[src/rtl/lde_bank.sv]
// lde_bank: clocked multi-channel gate-enabled capture bank (latch successor).
// Optional LDE_BANK_GSR_EN: glbl.GSR acts as an extra asynchronous reset.
module lde_bank #(
   parameter int unsigned               WIDTH    = 8,
   parameter int unsigned               CHANNELS = 4,
   parameter logic [WIDTH*CHANNELS-1:0] INIT     = '0,
   parameter logic                      G_INV    = 1'b1,
   parameter int unsigned               CNT_W    = 4
) (
   input  logic                      C,
   input  logic                      CLR_N,
   input  logic [WIDTH*CHANNELS-1:0] D,
   input  logic                      G,
   input  logic [CHANNELS-1:0]       GE,
   output logic [WIDTH*CHANNELS-1:0] Q,
   output logic [CHANNELS-1:0]       OPEN,
   output logic [CHANNELS-1:0]       CAPT,
   output logic [CNT_W*CHANNELS-1:0] CNT
);

   typedef enum logic {
      S_CLOSED = 1'b0,
      S_OPEN   = 1'b1
   } state_e;

   localparam logic [CNT_W-1:0] CNT_MAX = '1;

   logic                      rst_n;
   logic                      gate_act;
   logic [CHANNELS-1:0]       open_w;
   state_e                    st_q [CHANNELS];
   state_e                    st_d [CHANNELS];
   logic [WIDTH*CHANNELS-1:0] q_q, q_d;
   logic [CHANNELS-1:0]       capt_q, capt_d;
   logic [CNT_W*CHANNELS-1:0] cnt_q, cnt_d;

`ifdef LDE_BANK_GSR_EN
   assign rst_n = CLR_N & ~glbl.GSR;
`else
   assign rst_n = CLR_N;
`endif

   assign gate_act = G_INV ? ~G : G;
   assign open_w   = {CHANNELS{gate_act}} & GE;

   // State register: window state, captured data, close pulse, counters.
   always_ff @(posedge C or negedge rst_n) begin
      if (!rst_n) begin
         for (int n = 0; n < CHANNELS; n++) st_q[n] <= S_CLOSED;
         q_q    <= INIT;
         capt_q <= '0;
         cnt_q  <= '0;
      end else begin
         st_q   <= st_d;
         q_q    <= q_d;
         capt_q <= capt_d;
         cnt_q  <= cnt_d;
      end
   end

   // Per-channel window FSM: follow D while open, pulse and count on close.
   always_comb begin
      st_d   = st_q;
      q_d    = q_q;
      capt_d = '0;
      cnt_d  = cnt_q;
      for (int n = 0; n < CHANNELS; n++) begin
         unique case (st_q[n])
            S_CLOSED: begin
               if (open_w[n]) begin
                  st_d[n]              = S_OPEN;
                  q_d[n*WIDTH +: WIDTH] = D[n*WIDTH +: WIDTH];
               end
            end
            S_OPEN: begin
               if (open_w[n]) begin
                  q_d[n*WIDTH +: WIDTH] = D[n*WIDTH +: WIDTH];
               end else begin
                  st_d[n]   = S_CLOSED;
                  capt_d[n] = 1'b1;
                  if (cnt_q[n*CNT_W +: CNT_W] != CNT_MAX)
                     cnt_d[n*CNT_W +: CNT_W] =
                        cnt_q[n*CNT_W +: CNT_W] + CNT_W'(1);
               end
            end
            default: st_d[n] = S_CLOSED;
         endcase
      end
   end

   // Window flags decoded straight from the state register.
   always_comb begin
      OPEN = '0;
      for (int n = 0; n < CHANNELS; n++) OPEN[n] = (st_q[n] == S_OPEN);
   end

   assign Q    = q_q;
   assign CAPT = capt_q;
   assign CNT  = cnt_q;

endmodule

[config.mk]
export PLATFORM = sky130hd
export DESIGN_NAME = lde_bank
export DESIGN_NICKNAME = d
export VERILOG_FILES = /design/src/rtl/lde_bank.sv
export SDC_FILE = /design/constraint.sdc
export NUM_CORES = 1
export LEC_CHECK = 0
export BUFFER_PORTS_ARGS = -buffer_cell sky130_fd_sc_hd__buf_2
export CAP_MARGIN = 20
export CORE_UTILIZATION = 40
export DETAILED_ROUTE_END_ITERATION = 6
export GPL_TIMING_DRIVEN = 0
export PLACE_DENSITY_LB_ADDON = 0.15
export SYNTH_ARGS = -nofsm -noshare
export SYNTH_HDL_FRONTEND = slang
export SYNTH_SLANG_ARGS = --single-unit
[constraint.sdc]
create_clock -name C -period 1.2 [get_ports C]
set_input_delay 0.24 -clock C [delete_from_list [all_inputs] [get_ports C]]
set_output_delay 0.24 -clock C [all_outputs]
set_load 0.02 [all_outputs]
## After elaboration in Yosys (flattened, before gate mapping)

Index checks and enable logic that the tools add are counted.

| cells by class | value |
|---|---|
| add/sub/neg operators | 4 |
| multipliers | 0 |
| divide/modulo/power cells | 0 |
| magnitude comparators | 0 |
| equal/unequal tests | 4 |
| shift operators | 0 |
| multiplexer cells | 16 |
| bitwise operators | 6 |
| reduce and logical (&&, ||, !) cells | 4 |

Operators with widths:

| kind | count |
|---|---|
| 2-to-1 mux 8 bit | 4 |
| adder 4 x 1 -> 4 bit, second input constant | 4 |
| inequality test 4 bit, second input constant | 4 |
| 2-to-1 mux 1 bit | 12 |
| AND reduction 3 bit | 4 |
| inverter 1 bit | 5 |
| AND 4 bit | 1 |

| storage, ports and cells | value |
|---|---|
| register bits | 56 |
| latch bits | 0 |
| memory bits (writable) | 0 |
| memory bits (read-only) | 0 |
| bits of input ports | 39 |
| output and inout bits | 56 |
| logic and storage cells | 47 |
| memories kept | 0 |

## Depth between registers and ports, before layout

| depth | value |
|---|---|
| depth after elaboration | 4 |
| mapped depth | 4 |
| depth with buffers taken out | 4 |

## Worst setup path before layout

No wires, ideal clock.

| timing path | value |
|---|---|
| path type | register -> register |
| start point | register cnt_q[8] (netlist: CNT[8]) |
| end point | register cnt_q[9] (netlist: CNT[9]) |
| setup time | 0.125 ns |
| data arrival time | 1.231 ns |
| setup slack | -0.156 ns |
| stages on the path, launching flop included | 5 |
| buffers on the path | 0 |
| path through | dfrtp_1 ha_1 nand3_1 nand3_2 mux2_4 |

| on the way | value |
|---|---|
| longest elaborated chain between the ends | 2 |
| elaborated cells between the ends (all ways) | 3 |
| classes of those cells | add/sub (1); eq/ne (1); reduce/logical (1) |

Ends and longest elaborated chain:

| what | RTL line | text |
|---|---|---|
| from (decl) | 35 | `logic [CNT_W*CHANNELS-1:0] cnt_q, cnt_d;` |
| from (signal assigned) | 57 | `cnt_q <= cnt_d;` |
| parallel branches: the longest is 2 deep, another holds adder 4 x 1 -> 4 bit | -- |  |

Parallel ways; which one is timed is not known.
A chain may end at the register's enable or synchronous reset.

## Worst setup path after layout

| timing path | value |
|---|---|
| start point | register cnt_q[1] (netlist: CNT[1]) |
| end point | register cnt_q[1] (netlist: CNT[1]) |

The elaborated chain is that of the path after synthesis.

==> flow_metrics.tcl <==
set metrics [dict create \
    status "complete, but fails checks" \
    violations "negative setup slack" \
    dieHeight_microns 77.29 \
    grt_first_pass_wirelength_mm 8.100 \
    grt_max_degree 31 \
    hold_class "input pin to register" \
    finalSetupViolations 1 \
    ys_warn_count 0 \
    insertion_delay_ns 0.30 \
    startpoint_type "register" \
    vias 1901 \
    p_total_mw 6.512 \
    synth_ff_type "dfrtp_1" \
    synth_area_leaders "dfrtp_1 62%, nand2_1 16%, a31oi_1 4.1%" \
    rsz0062_at_grt "yes" \
    grtUsageMet3_pct 4.048 \
    tritoncts "done" \
    stdcell_count 415 \
    hold_viol 0 \
    vias_per_cell 4.581 \
    slew-limit-headroom_pct 73.68 \
    async_flop_share_pct 100.0 \
    first_iter_violations 90 \
    cts_buffer_depth 2 \
    clkTransAtPathRegs_ns 0.10 \
    antenna_cells 0 \
    io_pins 95 \
    layout-drive-gt1-share_pct 46.36 \
    path_class "register to register" \
    antenna_found_initial 0 \
    finalWeightedCongestion 0.6931 \
    cp.arrival_ns 1.39 \
    grt_use_total_pct 16.93 \
    initial_core_util_pct 41.43 \
    synth_largest_area_cell "dfrtp_1" \
    finalCritPeriodShare_pct 100.2 \
    std_cell_rows 27 \
    cts_made_buffers 5 \
    synth_edf_count 0 \
    cp-end-kind "register" \
    totalWireLength_mm 4.838 \
    htreeDepth 2 \
    dieArea_sq_um 5973 \
    syn2layout_area_growth_pct 41.56 \
    dp_cells 384 \
    ys_top_cells_by_count "97 x nand2_1, 56 x dfrtp_1, 15 x a31oi_1" \
    p_leak_nw 1.739 \
    period_minus_slack_ns 1.203 \
    ys_types 16 \
    cp_max_fo 4 \
    required_ns 1.39 \
    synth.top_cell.area_share_pct 61.81 \
    met2_usage_pct 27.61 \
    fmax_ghz 0.8315 \
    postSynthCellCount 217 \
    synth_area_sq_um 2267 \
    core_region_area_sq_um 5473 \
    drc 0 \
    nets 385 \
    dpl.hpwl_mm 3.329 \
    ir_worst_vdd_mv 1.106 \
    final_max_slew_viol_count 0 \
    grt-ovfl-total 0 \
    p_per_area_nw_per_um2 2029 \
    synth.yosys.seq_area_share_pct 61.81 \
    clk_root_buffer_cell "clkbuf_8" \
    synth.avg_cell_area_sq_um 10.45 \
    die_w_microns 77.29 \
    cts_num_sinks 56 \
    syn-num-nets 260 \
    grt_util_met1_pct 22.23 \
    top_usage_layer "met2" \
    dp_worst_setup_slack_ns -0.01639 \
    layout_setup_ws_ns -0.002635 \
    firstDrtPassIters 4 \
    finalClockSkew_ns 0.007503 \
    ys_seq_elements 56 \
    yosysMostFrequentCell "nand2_1" \
    utilization_pct 58.64 \
    grt_pass1_vias 1759 \
    tightestPinTransition_ns 0.3948 \
    io_buffers 94 \
    post_drt_wl_per_cell_microns 11.66 \
    detail-route-antenna-nets 0 \
    maxCapViolCount 0 \
]
-- path summary, 6_finish.rpt --
| kind | from | cells past startpoint | end | slack, ns |
|---|---|---|---|---|
| min in group asynchronous | CLR_N | 2 | CNT[11] | 0.42 |
| max in group asynchronous | CLR_N | 3 | CNT[5] | 0.29 |
| max | CNT[1] | 4 | CNT[1] | -0.003 |
| min reg2reg | Q[26] | 2 | Q[26] | 0.47 |
| max reg2reg | CNT[1] | 4 | CNT[1] | -0.003 |
| min | D[0] | 3 | Q[0] | 0.12 |
-- worst max-delay path, cell delays in order, from the launching register on --
cell and delay, ns:
dfrtp_2 0.44, ha_4 0.18, nand3_2 0.07, nand3_2 0.09, mux2_4 0.30
-- power breakdown --
part / leakage [nW] / switching, mW / internal, mW / total, mW
Sequential: 0.672 / 0.384 / 2.34 / 2.73
Combinational: 1.02 / 1.39 / 1.30 / 2.69
Clock: 0.0515 / 0.570 / 0.528 / 1.10
Total: 1.74 / 2.34 / 4.17 / 6.51
-- metrics by stage --
stage / hold WS [ns] / area [sq um] / setup TNS [ns]
after detailed placement: 0.3042 / 2928 / -0.03214
final: 0.1161 / 3209 / -0.002635
after CTS: 0.1074 / 3128 / -0.01888
after floorplan: -0.05559 / 2347 / -0.1502
after global placement: 0.4278 / 2908 / -11.22
after global routing: 0.1145 / 3209 / -0.06052
-- timing repair --
| item | 4_1_cts | 5_1_grt |
|---|---|---|
| gates resized for setup | 0 | 4 |
| buffers inserted | 12 | 10 |
| endpoints found under the hold margin | 26 | 0 |
| setup endpoints to repair | 5 | 43 |
| pin swaps | 7 | 6 |
| hold buffers | 1 | 0 |
-- layer usage --
layer,vias to the layer above,share of wire (%)
met2,71,47
met3,6,6.2
met4,0,1.1
met5,-,0
met1,866,45
li1,958,-
-- flip-flops by register name, indices dropped and copies added, names as in the netlist --
register,cells
CNT,16
OPEN,4
CAPT,4
Q,32
-- kinds of logic after synthesis --
kind of cell	after synthesis	share of synthesized area, %
compound gates	16	4.360
flops	56	61.81
fa+ha+maj	4	2.208
mux	4	2.649
buf+inv	8	1.987
xor+xnor	4	1.545
simple gates	125	25.44
-- cell type report --
cell class | instances | area, sq um
well taps | 72 | 90.09
fillers | 507 | 2263
multi-input cells | 153 | 890.9
flip-flops and latches | 56 | 1415
repair buffers | 118 | 668.1
plain buffers | 4 | 30.03
inverters | 4 | 15.01
clock buffers | 8 | 100.1
-- cell usage in the layout, fill, tap and decap left out, types with 7 or more instances in the layout --
cell type,instances
dfrtp_2,11
dfrtp_1,45
nor2b_1,7
buf_4,26
a31oi_1,15
buf_2,93
nand2_1,97
clkbuf_8,7
nand3_2,8
Power figures use the tool's default switching activity.
